<file path="config.mk">
export PLATFORM = sky130hd
export DESIGN_NAME = cu_seq_carry
export DESIGN_NICKNAME = d
export VERILOG_FILES = /design/src/rtl/cu_pkg.sv /design/src/rtl/cla_2bit_cell.sv /design/src/rtl/cu_seq_carry.sv
export SDC_FILE = /design/constraint.sdc
export NUM_CORES = 1
export LEC_CHECK = 0
export CAP_MARGIN = 30
export CORE_UTILIZATION = 32
export CTS_CLUSTER_SIZE = 40
export DETAILED_ROUTE_END_ITERATION = 6
export PLACE_DENSITY = 0.68
export REMOVE_ABC_BUFFERS = 1
export SKIP_LAST_GASP = 1
export SLEW_MARGIN = 20
export SYNTH_ARGS = -nofsm -noshare
export SYNTH_HDL_FRONTEND = slang
export SYNTH_SLANG_ARGS = --single-unit
</file>
<file path="constraint.sdc">
create_clock -name clk -period 1.52 [get_ports clk]
set_input_delay 0.152 -clock clk [delete_from_list [all_inputs] [get_ports clk]]
set_output_delay 0.152 -clock clk [all_outputs]
set_load 0.1 [all_outputs]
</file>
<file path="src/rtl/cu_pkg.sv">
// Shared types and helpers for the sequential carry unit.
package cu_pkg;

   typedef enum logic [1:0] {
      IDLE = 2'd0,
      RUN  = 2'd1,
      DONE = 2'd2
   } state_t;

   localparam int unsigned GRP_BITS = 2;

   // Ceiling log2; clog2(1) = 0.
   function automatic int unsigned clog2(input int unsigned n);
      int unsigned r;
      r = 0;
      for (int unsigned v = n - 1; v > 0; v = v >> 1) r++;
      return r;
   endfunction

endpackage

</file>
<file path="src/rtl/cla_2bit_cell.sv">
// Combinational 2-bit carry-lookahead cell: carries into both bits plus group carry-out.
module cla_2bit_cell (
   input  logic [1:0] g,
   input  logic [1:0] p,
   input  logic       ci,
   output logic [1:0] c,
   output logic       co
);

   assign c[0] = ci;
   assign c[1] = g[0] | (p[0] & ci);
   assign co   = g[1] | (p[1] & c[1]);

endmodule

</file>
<file path="src/rtl/cu_seq_carry.sv">
// Sequential carry unit: resolves one 2-bit group per clock and hands p/c/cout to the sum unit.
// Optional signed-overflow flag on port ovf when CU_OVF_FLAG_EN is defined.
module cu_seq_carry
   import cu_pkg::*;
#(
   parameter int unsigned WIDTH = 8
) (
   input  logic             clk,
   input  logic             rst,
   input  logic             in_valid,
   output logic             in_ready,
   input  logic [WIDTH-1:0] a,
   input  logic [WIDTH-1:0] b,
   input  logic             cin,
   output logic             out_valid,
   input  logic             out_ready,
   output logic [WIDTH-1:0] p,
   output logic [WIDTH-1:0] c,
   output logic             cout
`ifdef CU_OVF_FLAG_EN
   ,
   output logic             ovf
`endif
);

   localparam int unsigned NGRP   = WIDTH / GRP_BITS;
   localparam int unsigned GIDX_W = (clog2(NGRP) < 1) ? 1 : clog2(NGRP);
   localparam logic [GIDX_W-1:0] LAST_GRP = GIDX_W'(NGRP - 1);

   state_t              state;
   logic [WIDTH-1:0]    g;
   logic                carry_reg;
   logic [GIDX_W-1:0]   grp_idx;
   logic [GIDX_W:0]     bit_lo;
   logic [1:0]          cell_c;
   logic                cell_co;

   assign bit_lo = {grp_idx, 1'b0};

   cla_2bit_cell u_cell (
      .g  (g[bit_lo +: 2]),
      .p  (p[bit_lo +: 2]),
      .ci (carry_reg),
      .c  (cell_c),
      .co (cell_co)
   );

   // Control FSM with registered handshake and datapath outputs.
   always_ff @(posedge clk or posedge rst) begin
      if (rst) begin
         state     <= IDLE;
         in_ready  <= 1'b1;
         out_valid <= 1'b0;
         p         <= '0;
         g         <= '0;
         c         <= '0;
         cout      <= 1'b0;
         carry_reg <= 1'b0;
         grp_idx   <= '0;
`ifdef CU_OVF_FLAG_EN
         ovf       <= 1'b0;
`endif
      end else begin
         unique case (state)
            IDLE: begin
               if (in_valid) begin
                  p         <= a ^ b;
                  g         <= a & b;
                  c         <= '0;
                  cout      <= 1'b0;
                  carry_reg <= cin;
                  grp_idx   <= '0;
                  in_ready  <= 1'b0;
                  state     <= RUN;
`ifdef CU_OVF_FLAG_EN
                  ovf       <= 1'b0;
`endif
               end
            end
            RUN: begin
               c[bit_lo +: 2] <= cell_c;
               carry_reg      <= cell_co;
               if (grp_idx == LAST_GRP) begin
                  cout      <= cell_co;
                  out_valid <= 1'b1;
                  state     <= DONE;
`ifdef CU_OVF_FLAG_EN
                  // Last group's upper carry is the carry into the sign bit.
                  ovf       <= cell_co ^ cell_c[1];
`endif
               end else begin
                  grp_idx <= grp_idx + GIDX_W'(1);
               end
            end
            DONE: begin
               if (out_ready) begin
                  out_valid <= 1'b0;
                  in_ready  <= 1'b1;
                  state     <= IDLE;
               end
            end
            default: state <= IDLE;
         endcase
      end
   end

endmodule
</file>
==> metrics <==
Warnings, synthesis 0; Routability Congestion 0.797; buffers added on ports 39; Slowest-stage cell, CP mux4_2; Worst Setup End Kind flop; CTS Buffer Depth 2; antenna-violating nets left 0; CP delay by family, top multiplexers; Yosys cell types 32; GRT Total Usage 0.150; first-pass GRT wire length 5.89 mm; drt pass-1 iters 4; Final Util 0.524; Layout Nets 220; largest net degree at the start of global routing 33; grt ovf 0; # IOs 40; Hold-fix buffers, CTS 0; sequential fraction of the synthesis area 0.499; crit path buf inv count 0; hpwl dp 2.61 mm; final standard cell area without fillers 2510 µm²; fmax 656 MHz; unrepaired setup endpoints after global routing yes; Area Overhead vs Synth 56.1%; Clock Skews 0.00367 ns; Clk pwr share 0.123; antenna violations before repair 0; Flop pwr share 0.256; placed insts 245; number of CTS-inserted buffers 5; worst r2r src grp_idx[0]; clock latency on the worst-skew pair 0.29 ns; residual DRC count 0; die span in x 72.9 µm; Max Cap Viol 0; status finished, violations left; Initial Util 0.336; antenna cells 0; Final Hold Vio Count 0; internal power 3.14 mW; fillcell total 419; Setup CP Type flop to flop; critical-path cell list mux4_2 > a21o_1 > a21oi_2 > mux2i_1; CTS H-Tree Depth 2; Routed WL per cell 13.6 µm; TritonCTS clock tree done; row cnt 25; Placed Area 2370 µm²; Clock transition at path regs 0.06 ns; Gate Count Post-Synth 127; Net Sw Power 2.66 mW; CP max stage delay 0.52 ns; die area 5310 µm²; failing checks negative setup slack; core area 4790 µm²; Worst Path Required 1.69 ns; number of vias per cell 4.59; Slew @ Worst Pin 0.407 ns; Mapped Area 1610 µm²; crit path launch type flop; WL final 3.48 mm; CTS sink count 32; Hold Crit Class input pin to asynchronous set/reset pin; max_slew headroom 0.728; fin worst setup slack -0.00479 ns; CP Max Fanout 4; post-route minimum period 1.52 ns; Max rail drop VDD 2.03 mV; vias in the first global route 1217; Finished Layout Cells 255; root buffer cell clkbuf_8; Largest regs c (8), g (8), p (8); worst slack, placed -0.0797 ns; Pwr Density 2310 nW/µm²; register bit total from synthesis 32; Static Leakage 1.13 nW; sw frac 0.458; CP Data Arrival Time 1.69 ns; share of cells above drive strength 1 0.309; Final Cycle Share 1.00; final setup fails 1; Synth Area per Inst 12.7 µm²; starting DRC count in detailed routing 68; Gate power share 0.621; CP Launch Point grp_idx[0]; max-slew violations 0; Die Ht 72.9 µm; via count 1170
==> Yosys cell counts <==
master    count  area share
a21o_1        2      0.0093
a21oi_1       8       0.025
a21oi_2       1      0.0054
a22o_1        4       0.022
a31o_1        1      0.0054
and3_1        1      0.0039
buf_2         1      0.0031
buf_4         1      0.0047
buf_6         1      0.0070
buf_8         1      0.0093
dfrtp_1      31        0.48
dfstp_2       1       0.016
ha_1         12       0.093
inv_1         9       0.021
mux2_1       16        0.11
mux2i_1       2       0.012
mux4_1        2       0.033
mux4_2        2       0.028
nand2_1       8       0.019
nand2b_1      1      0.0039
nand2b_2      1      0.0054
nand2b_4      1      0.0086
nand3_1       1      0.0031
nand3b_1      2      0.0093
nor2_1        6       0.014
nor2_4        1      0.0070
nor2b_1       1      0.0039
nor3_1        1      0.0031
nor3b_1       1      0.0047
o21ai_0       2      0.0062
o21ai_1       1      0.0031
o22ai_1       4       0.016
==> layout by cell type (no fill, tap or decap), types with 6 or more instances in the layout <==
cell type        count
nand2_1              8
mux2_1              16
clkdlybuf4s50_1     20
ha_1                11
nor2_1               6
buf_12              20
buf_4               16
dfrtp_1             29
clkbuf_8             7
inv_1                9
a21oi_1              7
==> path summary, 6_finish.rpt <==
check / depth (start not counted) / to / slack [ns]
min in group clk: 1 / g[4] / 0.48
hold / removal: 3 / p[6] / 0.24
setup / recovery: 4 / carry_reg / -0.005
max in group asynchronous: 3 / in_ready / 0.95
setup reg to reg: 4 / carry_reg / -0.005
hold reg to reg: 1 / g[4] / 0.48
==> metrics by stage <==
step	setup TNS [ns]	power, mW	hold WS, ns
after floorplan	-1.76	3.54	0.259
after global placement	-0.0289	4.85	0.464
after detailed placement	-0.234	4.96	0.469
after CTS	-0.105	5.72	0.254
after global routing	-0.233	6.11	0.301
final	-0.00479	5.80	0.245
==> worst reg2reg max path, delay by kind of cell (launching register included) <==
| family | cells | cell delay (ns) |
|---|---|---|
| muxes | 2 | 0.61 |
| AOI/OAI and AO/OA | 2 | 0.38 |
| DFF | 1 | 0.41 |
==> logic make-up after synthesis <==
family | synth area share
buf+inv | 0.0451
mux | 0.185
compound gates | 0.0918
simple gates | 0.0856
flops | 0.499
fa+ha+maj | 0.0934
==> final cells by class <==
| cell class | instances | area, µm² | area share |
|---|---|---|---|
| Sequential cell | 32 | 805 | 0.321 |
| Multi-Input combinational cell | 82 | 756 | 0.301 |
| Clock buffer | 8 | 100 | 0.0399 |
| Inverter | 9 | 33.8 | 0.0135 |
| Tap cell | 67 | 83.8 | 0.0334 |
| Timing Repair Buffer | 57 | 732 | 0.292 |
==> timing repair <==
item                       4_1_cts  5_1_grt
setup buffers                    0        2
pin swaps                        2        2
setup endpoints to repair        6       11
resized for setup                3        5
==> power by group through the flow <==
stage                     combinational [mW]  clock, mW  sequential, mW
final                                   3.60      0.712            1.49
after global routing                    3.80      0.769            1.54
after CTS                               3.51      0.732            1.48
after detailed placement                3.47          0            1.49
after global placement                  3.38          0            1.47
after floorplan                        0.962          0            2.57
==> metal layers <==
metal,part of all wire,track usage,up-vias,wire [µm]
met5,0,0,-,0
met4,0.023,0.0654,0,80
met3,0.054,0.0456,7,187
met2,0.50,0.251,40,1750
met1,0.42,0.178,554,1450
li1,-,-,569,-
Note: power is estimated with default switching activity, not from simulation.
